## config.mk

```make
export PLATFORM = sky130hd
export DESIGN_NAME = an_ordset_gen
export DESIGN_NICKNAME = d
export VERILOG_FILES = /design/src/rtl/an_ordset_gen.sv
export SDC_FILE = /design/constraint.sdc
export NUM_CORES = 1
export LEC_CHECK = 0
export ABC_CLOCK_PERIOD_IN_PS = 5300
export BUFFER_PORTS_ARGS = -buffer_cell sky130_fd_sc_hd__buf_2
export CELL_PAD_IN_SITES_DETAIL_PLACEMENT = 1
export CELL_PAD_IN_SITES_GLOBAL_PLACEMENT = 1
export CORE_MARGIN = 5
export CORE_UTILIZATION = 47
export CTS_CLUSTER_SIZE = 14
export DETAILED_ROUTE_END_ITERATION = 8
export HOLD_SLACK_MARGIN = 0.08
export PLACE_DENSITY_LB_ADDON = 0.2
export SLEW_MARGIN = 20
export SYNTH_ARGS = -nofsm -noshare
export SYNTH_HDL_FRONTEND = slang
export SYNTH_SLANG_ARGS = --single-unit
export TNS_END_PERCENT = 10
```

## constraint.sdc

```tcl
create_clock -name i_clock -period 5.3 [get_ports i_clock]
set_clock_uncertainty 0.05 [all_clocks]
set_input_delay 0.53 -clock i_clock [delete_from_list [all_inputs] [get_ports i_clock]]
set_output_delay 0.53 -clock i_clock [all_outputs]
set_load 0.05 [all_outputs]
```

## src/rtl/an_ordset_gen.sv

```systemverilog
// Clause-37 auto-negotiation transmit ordered-set generator (byte-wide, pre-8b10b).
// Emits break-link, ability, acknowledge and idle sets, then pulses done and holds /I2/.
module an_ordset_gen #(
   parameter int unsigned SGMII_MODE   = 1,
   parameter int unsigned BREAK_SETS   = 4,
   parameter int unsigned ABILITY_SETS = 8,
   parameter int unsigned ACK_SETS     = 8,
   parameter int unsigned LINK_TIMER   = 64
) (
   input  logic        i_clock,
   input  logic        i_reset_n,
   input  logic        i_start,
   input  logic [15:0] i_an_config,
   output logic [7:0]  o_tx_data,
   output logic        o_tx_is_k,
   output logic        o_busy,
   output logic        o_done,
   output logic [2:0]  o_an_state
);

   localparam int unsigned MAX_BA = (BREAK_SETS > ABILITY_SETS) ? BREAK_SETS : ABILITY_SETS;
   localparam int unsigned MAX_KL = (ACK_SETS > LINK_TIMER) ? ACK_SETS : LINK_TIMER;
   localparam int unsigned MAX_P  = (MAX_BA > MAX_KL) ? MAX_BA : MAX_KL;
   localparam int unsigned CNT_W  = $clog2(MAX_P + 1);

   localparam logic [7:0] K28_5 = 8'hBC;
   localparam logic [7:0] D21_5 = 8'hB5;
   localparam logic [7:0] D2_2  = 8'h42;
   localparam logic [7:0] D16_2 = 8'h50;

   typedef enum logic [2:0] {
      S_IDLE     = 3'd0,
      S_BREAK    = 3'd1,
      S_ABILITY  = 3'd2,
      S_ACK      = 3'd3,
      S_IDLE_DET = 3'd4,
      S_LINK_OK  = 3'd5
   } state_t;

   // Registers describe the byte currently on the output pins.
   state_t           r_state;
   logic [1:0]       r_idx;
   logic [CNT_W-1:0] r_cnt;
   logic             r_c2;
   logic             r_pend;
   logic [15:0]      r_cfg;
   logic [7:0]       r_tx_data;
   logic             r_tx_is_k;
   logic             r_busy;
   logic             r_done;

   state_t           w_state;
   logic [1:0]       w_idx;
   logic [CNT_W-1:0] w_cnt;
   logic [CNT_W-1:0] w_cnt_inc;
   logic             w_c2;
   logic             w_pend;
   logic [15:0]      w_cfg;
   logic [7:0]       w_tx_data;
   logic             w_tx_is_k;
   logic             w_busy;
   logic             w_done;
   logic             w_last;
   logic             w_restart;
   logic             w_enter;

   function automatic logic is_cfg(input state_t s);
      return (s == S_BREAK) || (s == S_ABILITY) || (s == S_ACK);
   endfunction

   // States with a zero set count are passed straight through.
   function automatic state_t skip_empty(input state_t s);
      state_t v;
      v = s;
      if (v == S_BREAK && BREAK_SETS == 0) v = S_ABILITY;
      if (v == S_ABILITY && ABILITY_SETS == 0) v = S_ACK;
      if (v == S_ACK && ACK_SETS == 0) v = S_IDLE_DET;
      return v;
   endfunction

   always_ff @(posedge i_clock or negedge i_reset_n) begin
      if (!i_reset_n) begin
         r_state   <= S_IDLE;
         r_idx     <= 2'd0;
         r_cnt     <= '0;
         r_c2      <= 1'b0;
         r_pend    <= 1'b0;
         r_cfg     <= 16'h0000;
         r_tx_data <= K28_5;
         r_tx_is_k <= 1'b1;
         r_busy    <= 1'b0;
         r_done    <= 1'b0;
      end else begin
         r_state   <= w_state;
         r_idx     <= w_idx;
         r_cnt     <= w_cnt;
         r_c2      <= w_c2;
         r_pend    <= w_pend;
         r_cfg     <= w_cfg;
         r_tx_data <= w_tx_data;
         r_tx_is_k <= w_tx_is_k;
         r_busy    <= w_busy;
         r_done    <= w_done;
      end
   end

   // Next position in the stream; state may only move on the last byte of a set.
   always_comb begin
      w_state   = r_state;
      w_idx     = r_idx + 2'd1;
      w_cnt     = r_cnt;
      w_cnt_inc = r_cnt + CNT_W'(1);
      w_c2      = r_c2;
      w_done    = 1'b0;
      w_enter   = 1'b0;
      w_restart = i_start | r_pend;
      w_pend    = w_restart;
      w_last    = is_cfg(r_state) ? (r_idx == 2'd3) : (r_idx == 2'd1);

      if (r_state == S_IDLE_DET) w_cnt = w_cnt_inc;

      if (w_last) begin
         w_idx  = 2'd0;
         w_c2   = ~r_c2;
         w_pend = 1'b0;
         if (w_restart) begin
            w_state = skip_empty(S_BREAK);
            w_enter = 1'b1;
         end else begin
            case (r_state)
               S_BREAK: begin
                  if (w_cnt_inc == CNT_W'(BREAK_SETS)) begin
                     w_state = skip_empty(S_ABILITY);
                     w_enter = 1'b1;
                  end else begin
                     w_cnt = w_cnt_inc;
                  end
               end
               S_ABILITY: begin
                  if (w_cnt_inc == CNT_W'(ABILITY_SETS)) begin
                     w_state = skip_empty(S_ACK);
                     w_enter = 1'b1;
                  end else begin
                     w_cnt = w_cnt_inc;
                  end
               end
               S_ACK: begin
                  if (w_cnt_inc == CNT_W'(ACK_SETS)) begin
                     w_state = S_IDLE_DET;
                     w_enter = 1'b1;
                  end else begin
                     w_cnt = w_cnt_inc;
                  end
               end
               S_IDLE_DET: begin
                  if (w_cnt_inc == CNT_W'(LINK_TIMER)) begin
                     w_state = S_LINK_OK;
                     w_enter = 1'b1;
                     w_done  = 1'b1;
                  end
               end
               default: ;
            endcase
         end
         if (w_enter) begin
            w_cnt = '0;
            w_c2  = 1'b0;
         end
      end
   end

   // Byte selection for the next position; cfg is captured only at byte 0 of a config set.
   always_comb begin
      w_cfg     = r_cfg;
      w_tx_data = K28_5;
      w_tx_is_k = 1'b0;
      w_busy    = (w_state == S_BREAK) || (w_state == S_ABILITY) ||
                  (w_state == S_ACK)   || (w_state == S_IDLE_DET);

      if (w_idx == 2'd0 && is_cfg(w_state)) begin
         if (w_state == S_BREAK) begin
            w_cfg = 16'h0000;
         end else begin
            w_cfg = i_an_config;
            if (SGMII_MODE != 0) w_cfg[0] = 1'b1;
            w_cfg[14] = (w_state == S_ACK);
         end
      end

      case (w_idx)
         2'd0: begin
            w_tx_data = K28_5;
            w_tx_is_k = 1'b1;
         end
         2'd1:    w_tx_data = is_cfg(w_state) ? (w_c2 ? D2_2 : D21_5) : D16_2;
         2'd2:    w_tx_data = w_cfg[7:0];
         default: w_tx_data = w_cfg[15:8];
      endcase
   end

   assign o_tx_data  = r_tx_data;
   assign o_tx_is_k  = r_tx_is_k;
   assign o_busy     = r_busy;
   assign o_done     = r_done;
   assign o_an_state = r_state;

endmodule

```

; After elaboration in Yosys (flattened, before gate mapping)
; Index checks and enable logic that the tools add are counted.
[op_classes]
n_addsub = 2
eq_ne = 15
n_reduce_logical = 8
n_bitwise = 2
mux = 34
[ops]
columns = op, count
row1 = $mux 7, 6
row2 = $mux 16, 2
row3 = $pmux 8 s3, 1
row4 = $mux 3, 6
row5 = $mux 8, 2
row6 = $pmux 7 s2, 1
row7 = $mux 1, 13
row8 = $eq 3x2->1 const B, 4
row9 = $pmux 3 s4, 1
row10 = $add 7x1->7 const B, 1
row11 = $eq 7x3->1 const B, 1
row12 = $eq 7x4->1 const B, 1
row13 = $eq 7x7->1 const B, 1
row14 = $eq 3x1->1 const B, 2
row15 = $eq 3x3->1 const B, 2
row16 = $logic_or 1x1->1, 5
row17 = $eq 2x1->1 const B, 2
row18 = $eq 2x2->1 const B, 2
row19 = $pmux 1 s3, 1
row20 = $add 2x1->2 const B, 1
row21 = $logic_not 2->1, 1
row22 = $mux 2, 1
row23 = $reduce_or 2->1, 1
row24 = $logic_and 1x1->1, 1
row25 = other kinds (2), 2
[totals]
word_cells = 71
out_inout_bits = 14
register_bits = 41
input_bits = 19

; Depth between registers and ports, before layout
; Gate-level depths: netlist (run 1).
[logic_depth]
ltp_word = 12
mapped_depth = 13
depth_no_buf = 9

; Least setup slack after synthesis (run 1)
; OpenSTA, ideal clock, no wires.
[synth_path]
path_type = reg2reg
startpoint = register r_cnt[0]
endpoint = register r_tx_data[6] (netlist: o_tx_data[6])
required_ps = 5120
n_path_buf = 4
path_slack_ps = 2258
stages_incl_launch_ff = 14
t_arrival_ps = 2862
period_less_slack_ps = 3042
setup_ps = 130
cell_sequence = dfrtp_1 -> ha_1 -> nand2_1 -> or3_1 -> and2_4 -> buf_6 -> and4_1 -> buf_6 -> o41a_1 -> and3_1 -> buf_6 -> buf_6 -> a22o_4 -> a2bb2oi_1
[synth_between]
elab_chain_len = 12
elab_cells_between_ends = 30
cone_classes = 1 x add/sub / 6 x eq/ne / 20 x mux / 3 x reduce/logical
[synth_lines]
columns = element, line
row1 = from (decl), 43  ; logic [CNT_W-1:0] r_cnt;
row2 = from (signal assigned), 96  ; r_cnt <= w_cnt;
row3 = $add 7x1->7 *, 112  ; w_cnt_inc = r_cnt + CNT_W'(1);
row4 = "$eq 7x7->1, or another cell as far along", 156  ; if (w_cnt_inc == CNT_W'(LINK_TIMER)) begin
row5 = "$mux 3, on equally long branches", --
row6 = $pmux 3 s4 *, 130  ; case (r_state)
row7 = $mux 3 *, 126  ; if (w_restart) begin
row8 = $mux 3 *, 122  ; if (w_last) begin
row9 = net w_state[1], 52  ; state_t w_state;
row10 = $eq 3x1->1 / $eq 3x2->1 (equally long branches), "68, 181"
row11 = $logic_or 1x1->1 (2 in a row), 68  ; return (s == S_BREAK) || (s == S_ABILITY) || (s == S_ACK);
row12 = $logic_and 1x1->1, 180  ; if (w_idx == 2'd0 && is_cfg(w_state)) begin
row13 = $mux 16 *, 180
row14 = net w_cfg[14], 58  ; logic [15:0] w_cfg;
row15 = $pmux 8 s3 *, 190  ; case (w_idx)
row16 = net w_tx_data[6], 59  ; logic [7:0] w_tx_data;
row17 = to (signal assigned), 100  ; r_tx_data <= w_tx_data;
row18 = to (decl), 47  ; logic [7:0] r_tx_data;
; The timed path passes the listed nets; every way through them passes the cells marked *. The select of a mux whose other input is x is not followed.

; Worst setup path in the final report (run 1)
[layout_path]
startpoint = register r_cnt[0]
endpoint = register r_tx_data[4] (netlist: o_tx_data[4])
; Same word-level chain as after synthesis.

==> metrics.txt, run 1 <==
FF+latch count, synth=41; Mapped Nets=232; crit share post-route=69.4%; fin util=between 50 and 60%; WP data required=5.45 ns; Synth area leader=dfrtp_1; postcts setup bufs=0; crit path to=o_tx_data[4]$_DFF_PN1_; max_cap viols=0; Syn Area/Cell=10.4 µm²; Clk Latency, worst-skew pair=0.29 ns; nets@finish=258; FF-to-FF End=o_tx_data[4]$_DFF_PN1_; reg2reg start=r_cnt[0]$_DFF_PN0_; Via Count=around 1700; # IOs=33; maximum clock insertion buffer count=2; cts repair resizes=0; top cells by area, synth=dfrtp_1 (40%), dfstp_2 (7.3%), a22o_1 (5.2%); Post-Syn Area=2170 µm²; Hold Violations, Final=0; Min Hold Slack=0.315 ns; Slew Viols, Final=0; commonest non-fill, non-tap cell in the layout=dfrtp_1; Die H=78.0 µm; pin count of the biggest net entering global routing=42; fillcell total=500; worst vdd ir=166 µV; RSZ-0062 raised after global routing=no; first-pass GRT wire length=9170 µm; worst setup path category=reg -> reg; CTS tree=done; min Tclk post-route=around 3.7 ns; area of the multi-input gates=between 1000 and 1500 µm²; startpoint types=flip-flop; most frequent cells in the layout=dfrtp_1 (35), buf_2 (30), nor2_1 (20); Worst Setup SP=r_cnt[0]$_DFF_PN0_; DPL Wire Length=3830 µm; Final WS setup=1.62 ns; Crit Path Max Fanout=16; pwr/cell area=about 240 nW/µm²; Syn. warnings=0; FF-to-FF setup slack=1.62 ns; RD Place Congestion=0.821; Seq. cell area=1030 µm²; n_diodes=0; initial antenna violation count=0; initial DRC count=86; Initial Util=49.2%; Gate Count Post-Synth=209; cts hold-fix bufs=0; run status=finished clean; Rows=24; Distinct cells, synth=45; HP Class=in -> async; DIE AREA=6080 µm²; gr ovfl total=0; slew margin rel.=39.3%; htree depth=2; PortBufs=30; Layout Area Growth over Synthesis=11.2%; reg2reg path depth=9; Num CTS Buffers=5; DRC viols=0; Synth top area share=40.3%; Routed Antenna Nets=0; Die X=78.0 µm; dpl ws=between 1.5 and 2 ns; endpoint class of the critical path=flip-flop; setup_tns=0 ns; vias per std cell=5.95; Core Area=4410 µm²; drt wl/cell=18.6 µm; Critical Path AT=approximately 3.8 ns; Root Buffer=clkbuf_8; GR Util All Layers=a little under a fifth; drt total wl=5350 µm; Leak=0.00117 µW; Reg clk slew, reported paths=0.08 ns; worst slew pin tran=approximately 0.91 ns; share of cells above drive strength 1=22.5%; DR pass1 iterations=4; sequential-to-total area share from yosys stat=a little under half; Fmax=272 MHz; final setup fails=0; vias in the first global route=1859; Sink Count=between 40 and 50
==> registers in the layout, summed over array words and instances (netlist names) <==
register,count
o_tx_is_k,1
r_cfg,16
r_idx,2
o_an_state,3
o_done,1
o_tx_data,8
r_c2,1
r_pend,1
r_cnt,7
o_busy,1
==> kinds of logic (layout without fill, tap and decap cells) <==
group / count (synthesis) / after routing / share of synthesized area, %
compound gates: 72 / 72 / 26.6
xor+xnor: 6 / 6 / 2.42
fa+ha+maj: 4 / 4 / 2.31
buf+inv: 19 / 46 / 5.42
flops: 41 / 41 / 47.6
simple gates: 67 / 67 / 15.7
==> per-layer routing <==
layer	track usage, %	vias to the layer above	wire [µm]
li1	-	819	-
met1	23.3	866	2340
met2	32.2	24	2780
met3	3.36	6	140
met4	7.60	0	90
met5	0	-	0
==> final cells by class <==
| type | count | area share [%] |
|---|---|---|
| repair buffers | 30 | 6.22 |
| flip-flops and latches | 41 | 42.8 |
| inverters | 8 | 1.24 |
| clock inverters | 3 | 1.92 |
| multi-input cells | 149 | 42.3 |
| clock buffers | 5 | 2.85 |
| well taps | 52 | 2.70 |
==> report_power, final <==
group | switching, µW | leakage (µW) | internal, µW
sequential | 0.304 | 0.000532 | 313
combinational | 9.95 | 0.000584 | 5.48
clock | 112 | 0.0000543 | 141
total | 123 | 0.00117 | 460
==> cell usage after synthesis (all sizes together) <==
| master | count |
|---|---|
| o32ai | 1 |
| or3b | 1 |
| nor3b | 4 |
| inv | 8 |
| or2 | 1 |
| nand2b | 2 |
| clkbuf | 2 |
| o41ai | 1 |
| xnor2 | 4 |
| a2111oi | 1 |
| ha | 4 |
| a21boi | 1 |
| dfrtp | 35 |
| o41a | 4 |
| o31ai | 1 |
| o21bai | 1 |
| dfstp | 6 |
| a41o | 1 |
| a21oi | 7 |
| o211ai | 1 |
| a22o | 15 |
| xor2 | 2 |
| a211oi | 3 |
| nor2b | 2 |
| or3 | 3 |
| o21ai | 15 |
| buf | 9 |
| nor3 | 5 |
| a2bb2oi | 8 |
| a21o | 5 |
| nand3 | 6 |
| and3b | 1 |
| nor2 | 20 |
| and2 | 4 |
| a31oi | 6 |
| nand2 | 15 |
| and4 | 2 |
| and3 | 1 |
| o21a | 1 |
==> stage by stage <==
step	total power [µW]	cells	area, µm²
floorplan	322	209	2170
global placement	334	280	2300
detailed placement	336	280	2300
CTS	592	288	2410
global route	608	288	2410
finish	582	288	2410
==> worst max-delay path: stages (launching register included) <==
cell       delay [ns]
dfrtp_1          0.45
ha_1             0.30
nand3_2          0.17
o21ai_1          0.11
a2111oi_4        0.55
a31oi_1          0.23
o41a_1           0.52
o211ai_2         0.67
a22o_1           0.28
a2bb2oi_1        0.24
==> worst min-delay path by stage <==
stage,from,to
CTS,i_reset_n,r_cfg[7]$_DFF_PN0_
global route,i_reset_n,r_cfg[4]$_DFF_PN0_
floorplan,i_reset_n,o_an_state[0]$_DFF_PN0_
global placement,r_cfg[0]$_DFF_PN0_,r_cfg[0]$_DFF_PN0_
detailed placement,r_cfg[14]$_DFF_PN0_,r_cfg[14]$_DFF_PN0_
finish,i_reset_n,r_cfg[4]$_DFF_PN0_
(Power assumes the default switching activity.)
==> inputs of run 2 (changes only) <==
--- a/config.mk
+++ b/config.mk
@@ -5,12 +5,13 @@
 export SDC_FILE = /design/constraint.sdc
 export NUM_CORES = 1
 export LEC_CHECK = 0
-export ABC_CLOCK_PERIOD_IN_PS = 5300
+export ABC_AREA = 1
+export ABC_CLOCK_PERIOD_IN_PS = 3100
 export BUFFER_PORTS_ARGS = -buffer_cell sky130_fd_sc_hd__buf_2
 export CELL_PAD_IN_SITES_DETAIL_PLACEMENT = 1
 export CELL_PAD_IN_SITES_GLOBAL_PLACEMENT = 1
 export CORE_MARGIN = 5
-export CORE_UTILIZATION = 47
+export CORE_UTILIZATION = 39
 export CTS_CLUSTER_SIZE = 14
 export DETAILED_ROUTE_END_ITERATION = 8
 export HOLD_SLACK_MARGIN = 0.08
==> constraint.sdc (replaced) <==
create_clock -name i_clock -period 3.1 [get_ports i_clock]
set_clock_uncertainty 0.05 [all_clocks]
set_input_delay 0.31 -clock i_clock [delete_from_list [all_inputs] [get_ports i_clock]]
set_output_delay 0.31 -clock i_clock [all_outputs]
set_load 0.05 [all_outputs]
==> run 2 against run 1 <==
Effect of this change:
- total power up 58%
- via count rose by 19%
- register-to-register slack lost 1.2 ns
- global-route usage decreased by 2.0 points
- sequential power rose by 71%
- worst hold slack worse by 0.23 ns
- critical endpoint is now r_cnt[5]$_DFF_PN0_
- largest cell class is now multi-input gates
==> metrics.txt, run 2 <==
Largest Register=r_cfg (unchanged); RD Place Congestion=0.810 (was 0.821); pwr/cell area=335 nW/µm² (was 241 nW/µm²); gr ovfl total=0 (unchanged); first-pass GRT wire length=10400 µm (was 9170 µm); startpoint types=flip-flop (unchanged); Final WS setup=0.434 ns (was 1.62 ns); Syn Area/Cell=8.18 µm² (was 10.4 µm²); Num CTS Buffers=5 (unchanged); drt wl/cell=14.3 µm (was 18.6 µm); Die H=89.6 µm (was 78.0 µm); final setup fails=0 (unchanged); Leak=0.00147 µW (was 0.00117 µW); Hold Violations, Final=0 (unchanged); DIE AREA=8030 µm² (was 6080 µm²); crit share post-route=86.0% (was 69.4%); HP Class=in -> async (unchanged); dpl ws=0.374 ns (was 1.67 ns); Gate Count Post-Synth=302 (was 209); PortBufs=30 (unchanged); setup_tns=0 ns (unchanged); pin count of the biggest net entering global routing=42 (unchanged); Post-DP Area=2660 µm² (was 2300 µm²); initial DRC count=44 (was 86); cts repair resizes=0 (unchanged); Design Area, Final=2750 µm² (was 2410 µm²); post-placement cell count=403 (was 280); sequential-to-total area share from yosys stat=41.8% (was 47.6%); CP top delay family=simple AND/OR/NAND/NOR gates (was compound AO/OA/AOI/OAI gates); CTS tree=done (unchanged); WP data required=3.21 ns (was 5.45 ns); Layout Area Growth over Synthesis=11.2% (about the same); Rows=29 (was 24); initial antenna violation count=0 (unchanged); share of cells above drive strength 1=24.9% (was 22.5%); worst setup path category=reg -> reg (unchanged); FF+latch count, synth=41 (unchanged); most frequent CP cell=nand3_1; Crit Path Max Fanout=7 (was 16); DR pass1 iterations=4 (unchanged); Routed Antenna Nets=0 (unchanged); endpoint class of the critical path=flip-flop (unchanged); ys flop type=dfrtp_1 (unchanged); run status=finished clean (unchanged); Synth area leader=dfrtp_1 (unchanged); Slew Viols, Final=0 (unchanged); GR Util All Layers=16.9% (was 18.8%); n_diodes=0 (unchanged); Worst path slowest cell=dfrtp_1 (was o211ai_2); Syn. warnings=0 (unchanged); Synth top area share=35.4% (was 40.3%); max_cap viols=0 (unchanged); min Tclk post-route=2.67 ns (was 3.68 ns); count leader, synth=nand2_1 (was dfrtp_1); cts hold-fix bufs=0 (unchanged); fillcell total=805 (was 500); DRC viols=0 (unchanged); Fmax=375 MHz (was 272 MHz); Initial Util=39.6% (was 49.2%); RSZ-0062 raised after global routing=no (unchanged); commonest non-fill, non-tap cell in the layout=nand2_1 (was dfrtp_1); worst vdd ir=229 µV (was 166 µV); nets@finish=356 (was 258); Mapped Nets=325 (was 232); htree depth=2 (unchanged); top cells by area, synth=dfrtp_1 (35%), nand2_1 (14%), dfstp_2 (6.4%) (was dfrtp_1 (40%), dfstp_2 (7.3%), a22o_1 (5.2%)); reg2reg path depth=12 (was 9); vias per std cell=4.95 (was 5.95); Root Buffer=clkbuf_8 (unchanged); Sink Count=41 (unchanged); crit path buf inv count=2 (was 0); fin util=44.0% (was 54.7%); DPL Wire Length=4530 µm (was 3830 µm); EDFF count, synth=0 (unchanged); Crit path depth=12 (was 9); Post-Syn Area=2470 µm² (was 2170 µm²); Die X=89.6 µm (was 78.0 µm); Distinct cells, synth=37 (was 45); Reg clk slew, reported paths=0.08 ns (about the same); # IOs=33 (unchanged); Post-synth top cells=nand2_1 (89), inv_1 (36), dfrtp_1 (35) (was dfrtp_1 (35), nor2_1 (20), nand2_1 (15)); asr flop ratio synth=100% (unchanged); drt total wl=5860 µm (was 5350 µm); most frequent cells in the layout=nand2_1 (89), inv_1 (36), dfrtp_1 (35) (was dfrtp_1 (35), buf_2 (30), nor2_1 (20)); worst slew pin tran=0.910 ns (was 0.911 ns); Via Count=2035 (was 1715); max incr delay on CP=0.43 ns (was 0.67 ns); vias in the first global route=2201 (was 1859); Critical Path AT=2.78 ns (was 3.83 ns); maximum clock insertion buffer count=2 (unchanged); Core Area=6240 µm² (was 4410 µm²); Largest register FFs=16 (unchanged); postcts setup bufs=0 (unchanged); slew margin rel.=39.3% (about the same); Clk Latency, worst-skew pair=0.30 ns (was 0.29 ns); Post-Layout Cell Count=411 (was 288); CP Cell Sequence=ha_1 -> nand3_1 -> nand2_1 -> nand2_1 -> nand3_1 -> nor2_4 -> nand3_1 -> inv_1 -> nor3_1 -> inv_1 -> a21oi_1 -> o32ai_1 (was ha_1 -> nand3_2 -> o21ai_1 -> a2111oi_4 -> a31oi_1 -> o41a_1 -> o211ai_2 -> a22o_1 -> a2bb2oi_1)
run 2: changes by cell type in the layout (fill, tap and decap cells not counted), moves of 7 or more:
cell       previous run  this run
nand2_1              15        89
inv_1                 8        36
nand3_1               5        27
nor2_1               20        10
nand2_2               0         9
a2bb2oi_1             8         0
nand2_4               0         7
run 2: final timing paths:
| path | startpoint | to | slack [ns] |
|---|---|---|---|
| worst min register to register | r_cfg[11]$_DFF_PN0_ | r_cfg[11]$_DFF_PN0_ | 0.43 |
| min in group i_clock | i_an_config[3] | r_cfg[3]$_DFF_PN0_ | 0.16 |
| max in group asynchronous | i_reset_n | r_cnt[2]$_DFF_PN0_ | 2.34 |
| worst min-delay path | i_reset_n | r_pend$_DFF_PN0_ | 0.08 |
| worst max register to register | r_cnt[0]$_DFF_PN0_ | r_cnt[5]$_DFF_PN0_ | 0.43 |
| worst max-delay path | r_cnt[0]$_DFF_PN0_ | r_cnt[5]$_DFF_PN0_ | 0.43 |
run 2: report_power, final:
part | switching [µW] | internal [µW] | leakage, µW
Combinational | 19.7 | 9.72 | 0.000900
Clock | 197 | 159 | 0.0000374
Sequential | 0.461 | 535 | 0.000532
Total | 217 | 704 | 0.00147
run 2: cells by family (layout without fill, tap and decap cells):
logic type / count (synthesis) / in the layout / share of synthesized area [%]
xor+xnor: 2 / 2 / 1.01
flops: 41 / 41 / 41.8
simple gates: 164 / 164 / 34.7
buf+inv: 49 / 81 / 8.96
fa+ha+maj: 4 / 4 / 2.03
compound gates: 42 / 42 / 11.4
run 2: per-stage QoR:
| step | hold WS (ns) | total power [µW] |
|---|---|---|
| floorplan | -0.0356 | 553 |
| global placement | 0.401 | 577 |
| detailed placement | 0.410 | 577 |
| CTS | 0.125 | 952 |
| global route | 0.155 | 970 |
| finish | 0.0842 | 921 |
run 2: routing by layer:
layer / track usage [%] / wire [µm] / vias up
met4: 4.47 / 70 / 0
met1: 21.1 / 2680 / 972
met5: 0 / 0 / -
li1: - / - / 1032
met3: 3.92 / 191 / 7
met2: 29.1 / 2920 / 24
run 2: area by class of cell:
type                       instances  area, µm²  area share (%)
sequential                        41       1030            37.6
clock buffer                       6       72.6            2.64
tap                               77       96.3            3.51
clock inverter                     2       15.0           0.546
inverter                          43        164            5.97
timing repair buffer              30        150            5.46
multi-input combinational        212       1220            44.3
run 2: worst reg2reg max path, stage by stage (launching register included):
cell     delay (ns)
dfrtp_1        0.43
ha_1           0.31
nand3_1        0.11
nand2_1        0.07
nand2_1        0.11
nand3_1        0.16
nor2_4         0.06
nand3_1        0.16
inv_1          0.09
nor3_1         0.34
inv_1          0.23
a21oi_1        0.29
o32ai_1        0.14
